===== src/rtl/idex_pipe_reg.sv =====
// ID/EX pipeline register with a valid/ready handshake, 2-entry skid buffer,
// synchronous squash, x0 write suppression and a saturating stall counter.
module idex_pipe_reg #(
  parameter int N   = 32,
  parameter int OPW = 4,
  parameter int AW  = 5,
  parameter int CW  = 16
) (
  input  logic           clk,
  input  logic           reset,
  input  logic           flush,
  input  logic           in_valid,
  output logic           in_ready,
  input  logic [N-1:0]   in_imm,
  input  logic [N-1:0]   in_rd1,
  input  logic [N-1:0]   in_rd2,
  input  logic [OPW-1:0] in_alu_op,
  input  logic           in_reg_write,
  input  logic [AW-1:0]  in_rd_addr,
  input  logic [AW-1:0]  in_rs1_addr,
  input  logic [AW-1:0]  in_rs2_addr,
  output logic           out_valid,
  input  logic           out_ready,
  output logic [N-1:0]   out_imm,
  output logic [N-1:0]   out_rd1,
  output logic [N-1:0]   out_rd2,
  output logic [OPW-1:0] out_alu_op,
  output logic           out_reg_write,
  output logic [AW-1:0]  out_rd_addr,
  output logic [AW-1:0]  out_rs1_addr,
  output logic [AW-1:0]  out_rs2_addr,
  output logic [CW-1:0]  stall_count
);

  localparam int PW = 3*N + OPW + 1 + 3*AW;
  localparam logic [CW-1:0] STALL_MAX = '1;
  localparam logic [CW-1:0] STALL_ONE = CW'(1);

  logic [PW-1:0] in_pay;
  logic [PW-1:0] out_pay;
  logic [PW-1:0] skid_pay;
  logic          skid_full;
  logic          accept;
  logic          drain;
  logic          write_en;

  // Writes to x0 are dropped at capture so EX and forwarding never see them.
  assign write_en = in_reg_write & (in_rd_addr != '0);
  assign in_pay   = {in_imm, in_rd1, in_rd2, in_alu_op, write_en,
                     in_rd_addr, in_rs1_addr, in_rs2_addr};

  assign {out_imm, out_rd1, out_rd2, out_alu_op, out_reg_write,
          out_rd_addr, out_rs1_addr, out_rs2_addr} = out_pay;

  // in_ready comes straight from a flop, so out_ready never reaches it
  // combinationally; the skid entry absorbs the one in-flight transfer.
  assign in_ready = ~skid_full;
  assign accept   = in_valid & in_ready;
  assign drain    = ~out_valid | out_ready;

  // NOTE: sequential state uses non-blocking assignments only, so every flop
  // samples the pre-edge value of every other flop regardless of block order.
  always_ff @(posedge clk or negedge reset) begin
    if (!reset) begin
      out_valid <= 1'b0;
      out_pay   <= '0;
      skid_full <= 1'b0;
      // NOTE: the skid payload is reset too; it is a single register, not a
      // RAM, so the cost is trivial and X never escapes into the datapath.
      skid_pay  <= '0;
    end else if (flush) begin
      out_valid <= 1'b0;
      out_pay   <= '0;
      skid_full <= 1'b0;
    end else if (drain) begin
      if (skid_full) begin
        out_valid <= 1'b1;
        out_pay   <= skid_pay;
        skid_full <= 1'b0;
      end else if (accept) begin
        out_valid <= 1'b1;
        out_pay   <= in_pay;
      end else begin
        out_valid <= 1'b0;
        out_pay   <= '0;
      end
    end else if (accept) begin
      skid_pay  <= in_pay;
      skid_full <= 1'b1;
    end
  end

  // Stall statistics survive a squash; only reset clears them.
  always_ff @(posedge clk or negedge reset) begin
    if (!reset) begin
      stall_count <= '0;
    end else if (out_valid && !out_ready && stall_count != STALL_MAX) begin
      stall_count <= stall_count + STALL_ONE;
    end
  end

endmodule


===== config.mk =====
export PLATFORM = sky130hd
export DESIGN_NAME = idex_pipe_reg
export DESIGN_NICKNAME = d
export VERILOG_FILES = /design/src/rtl/idex_pipe_reg.sv
export SDC_FILE = /design/constraint.sdc
export NUM_CORES = 1
export LEC_CHECK = 0
export BUFFER_PORTS_ARGS = -buffer_cell sky130_fd_sc_hd__buf_2
export CORE_UTILIZATION = 40
export DETAILED_ROUTE_END_ITERATION = 6
export HOLD_SLACK_MARGIN = 0.02
export PLACE_DENSITY = 0.65
export SLEW_MARGIN = 10
export SYNTH_ARGS = -nofsm -noshare
export SYNTH_HDL_FRONTEND = slang
export SYNTH_SLANG_ARGS = --single-unit

===== constraint.sdc =====
create_clock -name clk -period 2.5 [get_ports clk]
set_clock_uncertainty 0.2 [all_clocks]
set_input_delay 0.5 -clock clk [delete_from_list [all_inputs] [get_ports clk]]
set_output_delay 0.5 -clock clk [all_outputs]
set_load 0.01 [all_outputs]

* Word-level counts from Yosys, hierarchy flattened
Cells that the tools add are included.
** Storage, ports and cells
- Register bits :: 250
- Input bits :: 121
- Word-level logic and storage cells :: 32
- Output and inout port bits :: 134
** Operators by class
- Mux-type cells :: 11
- Equal/unequal tests :: 1
- Reduce and logical (&&, ||, !) cells :: 7
- Add/subtract/negate cells :: 1
- Bitwise operators :: 7
** Operators with widths (number)
- two-way mux 116 bit :: 4
- adder 16 x 1 -> 16 bit (second input constant) :: 1
- inequality test 16 bit (second input constant) :: 1
- two-way mux 1 bit :: 7
- nonzero test 5 bit :: 1
- inverter 1 bit :: 4
- AND reduction 3 bit :: 1
- nonzero test 3 bit :: 1
- AND 1 bit :: 2
- logical AND 1 bit :: 2
- nonzero test 2 bit :: 1
- zero test 1 bit :: 1
- bitwise OR 1 bit :: 1

* Depth between registers and ports, before layout
- Depth after elaboration :: 6
- Depth in mapped cells :: 7
- Gate-level depth less buffers :: 5

* Least setup slack after synthesis
No wires, ideal clock.
- Path kind :: input -> register
- Start :: input port flush
- End :: register skid_pay[100]
- Data arrival time :: 1458 ps
- Data required time :: 2175 ps
- Buffers on the path :: 3
- Slack :: 717 ps
- Stages on the path :: 6
- Library setup time :: 125 ps
- Cell sequence :: nor3b_2 -> buf_4 -> nand2_4 -> buf_6 -> buf_6 -> mux2_4
** On the way
- Longest elaborated chain between the ends :: 2
** Ends and longest elaborated chain
- start, declared :: RTL line 11 : input logic flush,
- inverter 1 bit (no source line)
- AND reduction 3 bit (no source line)
- end signal, assigned :: RTL line 88 : skid_pay <= in_pay;
- end, declared :: RTL line 41 : logic [PW-1:0] skid_pay;
Every way passes these cells.
A chain may end at the register's enable or synchronous reset.

* Worst setup path in the final report
- Start :: input port flush
- End :: register out_pay[38]
** On the way
- Longest elaborated chain between the ends :: 1
- Elaborated cells between the ends (all ways) :: 2
- Classes of those cells :: mux (1); reduce/logical (1)
** Ends and longest elaborated chain
- two-way mux 116 bit / nonzero test 2 bit (equally long branches)
- end signal, assigned :: RTL line 78 : out_pay <= skid_pay;
- end signal, assigned :: RTL line 82 : out_pay <= in_pay;
- end, declared :: RTL line 40 : logic [PW-1:0] out_pay;
Several ways; a longest one is shown, not always the timed one.

==> impl_metrics.py <==
metrics = {
    "power_and_ir_drop": {
        "seq_power_share_pct": 47.4,
        "leakagePower_nw": 6.87,
        "power.net_switching_mw": 2.60,
        "intPower_mw": 7.98,
        "peakVddDrop_mv": 0.604,
        "power.density_nw_per_um2": 748,
        "p_sw_share_pct": 24.6,
        "pwr-share-clk_pct": 38.7,
        "combPwrFrac_pct": 13.9,
    },
    "timing": {
        "fmax_mhz": 458,
        "hold_viol": 0,
        "slew_headroom_pct": 51.2,
        "final.period_utilization_pct": 87.3,
        "period_minus_slack_ps": 2180,
        "tns_ps": 0,
        "timing.final.max_slew_violations": 0,
        "setup_viol": 0,
        "rsz0062_at_grt": "false",
        "holdWs_ps": 45.1,
        "tightest_slew_ps": 732,
    },
    "clock_tree": {
        "worstSkewPairLatency_ps": 530,
        "cts.clk_slew.worst_paths_ps": 60,
        "h-tree-depth": 1,
        "cts_root_buffer": "clkbuf_16",
        "cts_tree": "built",
        "cts.repair.resized": 0,
        "clock_path_buffers": 3,
        "numClockSinks": 250,
        "post_cts_buffers": 0,
        "numCtsBuffers": 28,
    },
    "synthesis": {
        "synth_edf_count": 0,
        "synth_nets": 972,
        "yosys.area_share.simple_pct": 7.43,
        "yosys.area_share.adder_pct": 0.121,
        "seq_area_frac_synth_pct": 60.3,
        "synth_cells": 850,
        "avgSynthCellArea_um2": 12.2,
        "synthMuxAreaShare_pct": 13.9,
        "synth_async_sr_flop_share_pct": 100,
        "synth.top_cell.area_share_pct": 60.3,
        "synth_ff_type": "dfrtp_1",
        "yosys-top-cells-area": "dfrtp_1, mux2_2, a22oi_1, o21ai_0, nand2_1",
        "yosys.cell_types.count": 40,
        "yosysTopAreaCell": "dfrtp_1",
        "synth_top_family_by_area": "compound AO/OA/AOI/OAI gates",
        "synth_xor_area_share_pct": 0.929,
        "yosysWarnings": 0,
        "synth_area_um2": 10400,
        "ys_ff_latch": 250,
        "synth_compound_area_share_pct": 14.4,
    },
    "critical_path": {
        "arrival_ps": 2410,
        "crit_type": "in2reg",
        "cp.required_ps": 2730,
        "worstPathCellList": "dlygate4sd3_1 -> buf_2 -> nor3b_4 -> buf_12 -> nand2_1 -> o21ai_0",
        "crit_buf_inv": 3,
        "cpLargestDelayFamily": "buffers and inverters",
        "critPathMaxFanout": 116,
        "critPathLaunchType": "input pin",
        "cp-end-kind": "flop",
        "slowest_stage": "dlygate4sd3_1",
        "crit_path_max_incr_delay_ps": 550,
    },
    "grt": {
        "use_met1_pct": 27.0,
        "grt_util_met3_pct": 3.45,
        "grt_pass1_wl_um": 44100,
        "grt_max_degree": 117,
        "grt_use_met2_pct": 35.4,
        "grt_pass1_vias": 8403,
        "grt_overflow": 0,
        "antenna_found_initial": 0,
        "gr-max-usage-layer": "met2",
        "gr-usage-all-layers_pct": 20.7,
    },
    "die": {
        "dieArea_um2": 26600,
        "num_io_pins": 255,
        "die_x_um": 163,
        "rows": 58,
        "start_util_pct": 41.0,
        "die_h_um": 163,
        "core_um2": 25300,
    },
    "routing": {
        "ant_nets": 0,
        "detail_route.wl_per_cell_um": 17.5,
        "drcViolationCount": 0,
        "first_pass_iters": 5,
        "vias": 8107,
        "drt_iter0_drc": 661,
        "viasPerCell": 5.22,
        "wl_um": 27200,
    },
    "place": {
        "hpwl_um": 16200,
        "gp_congestion": 0.815,
        "numPlacedInstances": 1388,
        "numPortBuffers": 254,
    },
    "min_path": {
        "hp-class": "in2reg",
    },
    "layout": {
        "final_cells": 1554,
        "syn_to_final_growth_pct": 36.2,
        "drive_above_1_share_pct": 36.3,
        "diodes": 0,
        "final_nets": 1326,
    },
    "status": {
        "outcome": "finished clean",
    },
    "job": {
        "cap_violations": 0,
    },
}
[cell usage in the layout, fill, tap and decap left out, drive strengths merged, types with 2 or more instances in the layout]
master,synthesis,routed
a21oi,6,6
a22oi,110,110
and3,7,7
and4b,2,2
buf,30,271
clkbuf,33,43
clkinv,0,5
dfrtp,250,250
dlygate4sd3,0,116
inv,2,3
mux2,118,118
nand2,123,123
nand2b,2,2
nand3,3,3
nand4,7,7
nor2,6,6
nor2b,3,3
nor3,2,2
nor3b,3,3
nor4,2,2
o21ai,119,119
xnor2,5,5
xor2,6,6
[flip-flops by register name, summed over array words and instances (netlist names)]
name / cells
stall_count: 16
skid_full: 1
out_pay: 116
skid_pay: 116
out_valid: 1
[worst reg2reg max path, stage by stage, from the launching register on]
cell and delay [ps]:
dfrtp_1 430, nor3b_4 390, buf_12 510, nand2_1 200, o21ai_0 120
[power groups by stage]
stage / Sequential [mW] / Clock, mW / Combinational (mW)
5_1_grt: 5.08 / 4.35 / 1.62
4_1_cts: 5.00 / 4.21 / 1.49
6_report: 5.01 / 4.10 / 1.47
3_3_place_gp: 5.03 / 0 / 1.30
2_1_floorplan: 5.05 / 0 / 0.769
3_5_place_dp: 5.06 / 0 / 1.34
[repair_timing]
| action | CTS | global route |
|---|---|---|
| hold buffers | 116 | 0 |
| endpoints found under the hold margin | 171 | 0 |
| endpoints found under the setup margin | 0 | 0 |
[Yosys cell counts, drive strengths merged, types with 3 or more instances]
cell / number
a21oi: 6
a22oi: 110
and3: 7
buf: 30
clkbuf: 33
dfrtp: 250
mux2: 118
nand2: 123
nand3: 3
nand4: 7
nor2: 6
nor2b: 3
nor3b: 3
o21ai: 119
xnor2: 5
xor2: 6
[per-layer routing]
layer | up-vias | share of wire [%] | wire length [um]
met5 | - | 0 | 0
met4 | 0 | 2.7 | 726
met3 | 46 | 5.3 | 1440
met2 | 222 | 49 | 13400
met1 | 4068 | 43 | 11600
li1 | 3771 | - | -
[path summary, 6_finish.rpt]
path	endpoint	cells after the start	start	slack, ps
setup / recovery	out_pay[38]	6	flush	320
hold / removal	skid_pay[13]	2	in_rd_addr[3]	50
setup reg to reg	out_pay[38]	4	out_valid	560
hold reg to reg	out_pay[45]	2	out_pay[45]	270
max in group asynchronous	out_pay[78]	3	reset	1050
min in group asynchronous	out_pay[17]	2	reset	320
[per-stage QoR]
step | instance area (um2) | utilization, % | power [mW] | worst slack [ps]
after floorplan | 10400 | - | 5.82 | 717
after global routing | 14100 | 55.8 | 11.1 | 228
final | 14100 | 55.8 | 10.6 | 316
after CTS | 14100 | 55.8 | 10.7 | 391
after detailed placement | 12000 | 47.5 | 6.40 | 415
after global placement | 12000 | 47.5 | 6.33 | 458
[cell families after synthesis]
group,Yosys count
AO/OA/AOI/OAI,240
multiplexers,118
buffers and inverters,65
adder cells (fa/ha/maj),1
XOR/XNOR,11
AND/OR/NAND/NOR,165
flip-flops,250
[cell type report]
class | count | area (um2)
tap | 330 | 413
sequential | 250 | 6260
inverter | 2 | 7.51
clock inverter | 7 | 63.8
clock buffer | 43 | 868
timing repair buffer | 387 | 2680
fill | 2088 | 11200
multi-input combinational | 535 | 3840
Power figures use the tool's default switching activity.
